[src/rtl/aie_trip_ctrl.sv]
// aie_trip_ctrl: time-shared envelope-limit trip controller.
// Each accepted frame strobe scans all N_CH channels out of the position RAM,
// checks each sample against the symmetric [-limit, +limit] window and keeps a
// per-channel count of consecutive out-of-limit frames that raises a sticky trip.
// Build option: define AIE_OVERRUN_EN to build the sticky overrun_o flag;
// without it overrun_o is tied low.
module aie_trip_ctrl #(
    parameter int N_CH  = 8,
    parameter int CNT_W = 4
) (
    input  logic                      clk,
    input  logic                      reset_n,
    input  logic                      enable_i,
    input  logic                      frame_start_i,
    input  logic [31:0]               limit_i,
    input  logic [CNT_W-1:0]          persist_i,
    input  logic                      trip_clr_i,
    output logic                      pos_rd_o,
    output logic [$clog2(N_CH)-1:0]   pos_addr_o,
    input  logic [31:0]               pos_data_i,
    output logic                      busy_o,
    output logic                      scan_done_o,
    output logic                      trip_o,
    output logic [N_CH-1:0]           trip_mask_o,
    output logic [$clog2(N_CH)-1:0]   first_ch_o,
    output logic                      overrun_o
);

    localparam int AW = $clog2(N_CH);
    localparam logic [AW-1:0] ADDR_LAST = AW'(N_CH - 1);

    typedef enum logic [1:0] {IDLE, READ, DRAIN, DONE} state_t;

    state_t             state;
    logic [31:0]        lim_r;
    logic [CNT_W-1:0]   pers_r;
    logic               chk_vld;
    logic [AW-1:0]      chk_ch;
    logic [CNT_W-1:0]   cnt [N_CH];

    logic signed [32:0] p_ext;
    logic signed [32:0] l_ext;
    logic signed [32:0] l_neg;
    logic               in_lim;
    logic [CNT_W-1:0]   cur_cnt;
    logic [CNT_W-1:0]   new_cnt;
    logic [CNT_W-1:0]   pers_eff;
    logic               trip_hit;

    // Scan sequencer: issues one RAM read per cycle, then drains and signals done.
    always_ff @(posedge clk) begin
        if (!reset_n) begin
            state       <= IDLE;
            pos_rd_o    <= 1'b0;
            pos_addr_o  <= '0;
            busy_o      <= 1'b0;
            scan_done_o <= 1'b0;
            lim_r       <= '0;
            pers_r      <= '0;
        end else begin
            scan_done_o <= 1'b0;
            case (state)
                IDLE: begin
                    if (frame_start_i && enable_i) begin
                        state      <= READ;
                        pos_rd_o   <= 1'b1;
                        pos_addr_o <= '0;
                        busy_o     <= 1'b1;
                        lim_r      <= limit_i;
                        pers_r     <= persist_i;
                    end
                end
                READ: begin
                    if (pos_addr_o == ADDR_LAST) begin
                        pos_rd_o <= 1'b0;
                        state    <= DRAIN;
                    end else begin
                        pos_addr_o <= pos_addr_o + 1'b1;
                    end
                end
                DRAIN: begin
                    state       <= DONE;
                    scan_done_o <= 1'b1;
                end
                DONE: begin
                    state  <= IDLE;
                    busy_o <= 1'b0;
                end
                default: state <= IDLE;
            endcase
        end
    end

    // Read-return alignment: the RAM answers one cycle after the strobe.
    always_ff @(posedge clk) begin
        if (!reset_n) begin
            chk_vld <= 1'b0;
            chk_ch  <= '0;
        end else begin
            chk_vld <= pos_rd_o;
            chk_ch  <= pos_addr_o;
        end
    end

    // Shared comparator: 33-bit signed so negating 0x80000000 cannot wrap.
    always_comb begin
        p_ext    = {pos_data_i[31], pos_data_i};
        l_ext    = {lim_r[31], lim_r};
        l_neg    = -l_ext;
        in_lim   = (p_ext <= l_ext) && (p_ext >= l_neg);
        cur_cnt  = cnt[chk_ch];
        if (in_lim)
            new_cnt = '0;
        else if (cur_cnt == '1)
            new_cnt = cur_cnt;
        else
            new_cnt = cur_cnt + 1'b1;
        pers_eff = (pers_r == '0) ? CNT_W'(1) : pers_r;
        trip_hit = chk_vld && (new_cnt >= pers_eff);
    end

    // Persistence counters and sticky trip state; a trip coinciding with a clear survives it.
    always_ff @(posedge clk) begin
        if (!reset_n) begin
            for (int unsigned i = 0; i < N_CH; i++) cnt[i] <= '0;
            trip_o      <= 1'b0;
            trip_mask_o <= '0;
            first_ch_o  <= '0;
        end else begin
            if (trip_clr_i) begin
                for (int unsigned i = 0; i < N_CH; i++) cnt[i] <= '0;
                trip_o      <= 1'b0;
                trip_mask_o <= '0;
                first_ch_o  <= '0;
            end
            if (chk_vld && (!trip_clr_i || trip_hit))
                cnt[chk_ch] <= new_cnt;
            if (trip_hit) begin
                trip_o              <= 1'b1;
                trip_mask_o[chk_ch] <= 1'b1;
                if (!trip_o || trip_clr_i)
                    first_ch_o <= chk_ch;
            end
        end
    end

`ifdef AIE_OVERRUN_EN
    // Sticky overrun: a frame strobe landed while a scan was still running.
    always_ff @(posedge clk) begin
        if (!reset_n)
            overrun_o <= 1'b0;
        else if (frame_start_i && busy_o)
            overrun_o <= 1'b1;
        else if (trip_clr_i)
            overrun_o <= 1'b0;
    end
`else
    assign overrun_o = 1'b0;
`endif

endmodule

[config.mk]
export PLATFORM = sky130hd
export DESIGN_NAME = aie_trip_ctrl
export DESIGN_NICKNAME = d
export VERILOG_FILES = /design/src/rtl/aie_trip_ctrl.sv
export SDC_FILE = /design/constraint.sdc
export NUM_CORES = 1
export LEC_CHECK = 0
export ABC_AREA = 1
export BUFFER_PORTS_ARGS = -buffer_cell sky130_fd_sc_hd__buf_4
export CORE_MARGIN = 4
export CORE_UTILIZATION = 45
export DETAILED_ROUTE_END_ITERATION = 7
export PLACE_DENSITY_LB_ADDON = 0.3
export REMOVE_ABC_BUFFERS = 1
export SLEW_MARGIN = 0
export SYNTH_ARGS = -nofsm -noshare
export SYNTH_HDL_FRONTEND = slang
export SYNTH_SLANG_ARGS = --single-unit
[constraint.sdc]
create_clock -name clk -period 13.6 [get_ports clk]
set_input_delay 1.36 -clock clk [delete_from_list [all_inputs] [get_ports clk]]
set_output_delay 1.36 -clock clk [all_outputs]
set_load 0.02 [all_outputs]
==> out/qor.txt <==
Aggregate routed wire length: 15100 um
Total internal power: 0.616 mW
Global-route wire length before repair: 25000 um
Total inserted antenna cells: 0
Clock Sink Count: 92
Arrival time reported for the critical path endpoint: 5.01 ns
Relative slew slack: 0.555
Antenna violations before repair: 0
Peak VDD IR: 0.114 mV
Number of standard-cell rows in the floorplan: 42
Via/cell ratio: 5.12
Slowest stage cell, crit path: dfxtp_1
Post-synth EDFFs: 32
Worst clock skew: 0.0105 ns
Worst hold path depth: 2
Mean Syn Cell Area: 7.75 um^2
Met1 Track Usage GR: 0.263
Worst slack after detailed placement: 8.65 ns
Placeable Area: 13300 um^2
Flop pwr share: 0.329
Static Leak: 3.48 nW
Detailed-routing iteration count for the pre-antenna-repair pass: 5
Most Frequent Cell on Critical Path: nand2_1
Power per Cell Area: 143 nW/um^2
Clock root buffer master: clkbuf_16
Depth of the worst register-to-register path: 31
Synthesis-to-finish area growth: 18.1%
Cells after Synth: 799
Setup slack after layout: 8.64 ns
Number of slew-limit violations in the final report: 0
Die span in y: 125 um
GR Util met3: 0.0507
Antenna violation net count after detailed routing: 0
Hold buffer count at cts: 0
Path category of the worst min-delay check: reg2reg
I/O pin total: 92
Cell count after placement: 1049
Sequential area share after synthesis: 0.349
Detailed-route via count: 5450
Reported max-cap violation count: 0
Final core occ: 0.548
Maximum number of pins on one net before global-route repair: 76
Buffer depth of the longest clock path: 2
Clock insertion delay at the later pin of the skew report: 0.36 ns
Max Fanout on Critical Path: 9
Non-Filler Cell Area, Final: 7320 um^2
Number of endpoints with negative hold slack in the final report: 0
Req. time, crit path: 13.65 ns
Critical Path Source Type: flip-flop
Final setup viols: 0
Global-route track usage on met2: 0.310
Biggest cell delay along the critical path: 0.34 ns
Post-detail-place hpwl: 11700 um
Starting utilization of the core area: 0.464
Yosys synthesis warning count: 0
Ratio of cells with drive above 1 in the final layout: 0.169
Critical path start-end classification: reg2reg
Actual slew at the worst max-slew pin: 0.668 ns
Die width: 125 um
Fin cells: 1065
Final Critical Period: 4.96 ns
TritonCTS clock tree: yes
Clock power share: 0.237
Number of setup buffers added after CTS: 0
Overall power after layout: 1.04 mW
Post-detailed-route wirelength per cell: 14.2 um
# DRC: 0
Global-route total usage across every layer: 0.195
RSZ-0062 raised after global routing: no
Proportion of power drawn by combinational gates: 0.434
Prevailing post-synth register cell: dfxtp_1
Net switching fraction of the power: 0.409
TNS Setup: 0 ns
Gr busiest metal: met2
Register clock-pin slew on the reported worst setup and hold paths: 0.07 ns
Count of cells resized by post-cts repair: 0
Outcome: finished clean
Final period util: 0.364
Die Outline Area: 15700 um^2
# port buffers: 90
Synthesis-stage register bit count: 92
Nets@finish: 1033
Iteration-0 DRC Markers: 364
Placed cell area: 7020 um^2
CTS H-Tree Depth: 3
Fmax: 202 MHz
Syn Std Cell Area: 6190 um^2
Via count of the first global-routing pass: 5227
CTS Buf Count: 9
Netlist cell types: 48
WHS: 0.454 ns
Final Wtd Congestion: 0.919
Element type at the critical path end: flip-flop
Fraction of registers with async set or reset after synthesis: 0
P_sw: 0.426 mW
Total global routing overflow: 0
logic make-up after synthesis:
| family | after synthesis | synth area share |
|---|---|---|
| simple gates | 328 | 0.240 |
| fa+ha+maj | 76 | 0.154 |
| flops | 92 | 0.349 |
| other cells | 1 | 0.000605 |
| buf+inv | 121 | 0.0772 |
| compound gates | 153 | 0.138 |
| xor+xnor | 28 | 0.0408 |
final timing paths:
kind                  start         to  slack, ns
setup / recovery   lim_r[1]  cnt[2][0]       8.64
hold / removal    pers_r[0]  pers_r[0]       0.45
setup reg to reg   lim_r[1]  cnt[2][0]       8.64
hold reg to reg   pers_r[0]  pers_r[0]       0.45
routing by layer:
layer	wire length (um)	up-vias
met4	218	0
li1	-	2840
met5	0	-
met3	934	18
met2	6670	134
met1	7290	2458
power groups by stage:
| stage | clock network, mW | registers (mW) | logic [mW] |
|---|---|---|---|
| 6_report | 0.247 | 0.343 | 0.452 |
| 5_1_grt | 0.263 | 0.348 | 0.521 |
| 4_1_cts | 0.254 | 0.343 | 0.453 |
| 3_5_place_dp | 0 | 0.349 | 0.450 |
| 3_3_place_gp | 0 | 0.349 | 0.443 |
| 2_1_floorplan | 0 | 0.346 | 0.330 |
flip-flops by register name (all words and copies together), names as in the netlist:
name	cells
busy_o	1
chk_ch	3
chk_vld	1
cnt	32
first_ch_o	3
lim_r	32
pers_r	4
pos_addr_o	3
pos_rd_o	1
scan_done_o	1
state	2
trip_mask_o	8
trip_o	1
cells in the mapped netlist, types with 2 or more instances:
cell type  number  area [um^2]
nand2_1       164          616
inv_1          91          342
nor2_1         86          323
ha_1           76          951
a21oi_1        75          375
dfxtp_1        60         1200
o21ai_0        50          250
edfxtp_1       32          961
xor2_1         27          236
nand3_1        25          125
clkbuf_1       14         52.6
nand4_1        11         68.8
inv_2           9         33.8
nand3_2         9         90.1
a32o_1          8         80.1
nor3_1          6         30.0
nor4_1          6         37.5
nand2_2         5         31.3
a21o_1          3         22.5
o31ai_1         3         22.5
and3_1          2         12.5
buf_6           2         22.5
inv_4           2         12.5
nand4_2         2         25.0
nor2_4          2         22.5
nor3_2          2         20.0
o211ai_1        2         15.0
o21a_1          2         15.0
o21ai_1         2         10.0
o2bb2ai_1       2         17.5
or2_2           2         12.5
cells in the final DEF (no fill, tap or decap), drive strengths merged, types with 32 or more instances in the layout:
cell type,n
o21ai,53
edfxtp,32
dfxtp,60
ha,76
a21oi,76
nor2,89
buf,92
inv,105
nand2,170
nand3,34
final cells by class:
cell class                      instances  area, um^2
Clock inverter                          7        68.8
Fill cell                            1302        6030
Multi-Input combinational cell        586        3560
Tap cell                              176         220
Clock buffer                            9         225
Timing Repair Buffer                   92         691
Sequential cell                        92        2160
Inverter                              103         392
worst max-delay path: cells and delay by family (launching register included):
kind | cells | cell delay [ns]
AOI/OAI and AO/OA | 2 | 0.18
buffers and inverters | 5 | 0.56
adders and majority gates | 3 | 0.80
xor gates and xnor gates | 1 | 0.16
and+or+nand+nor | 20 | 2.62
DFF | 1 | 0.34
No activity file was read; power rests on OpenSTA's default activity.
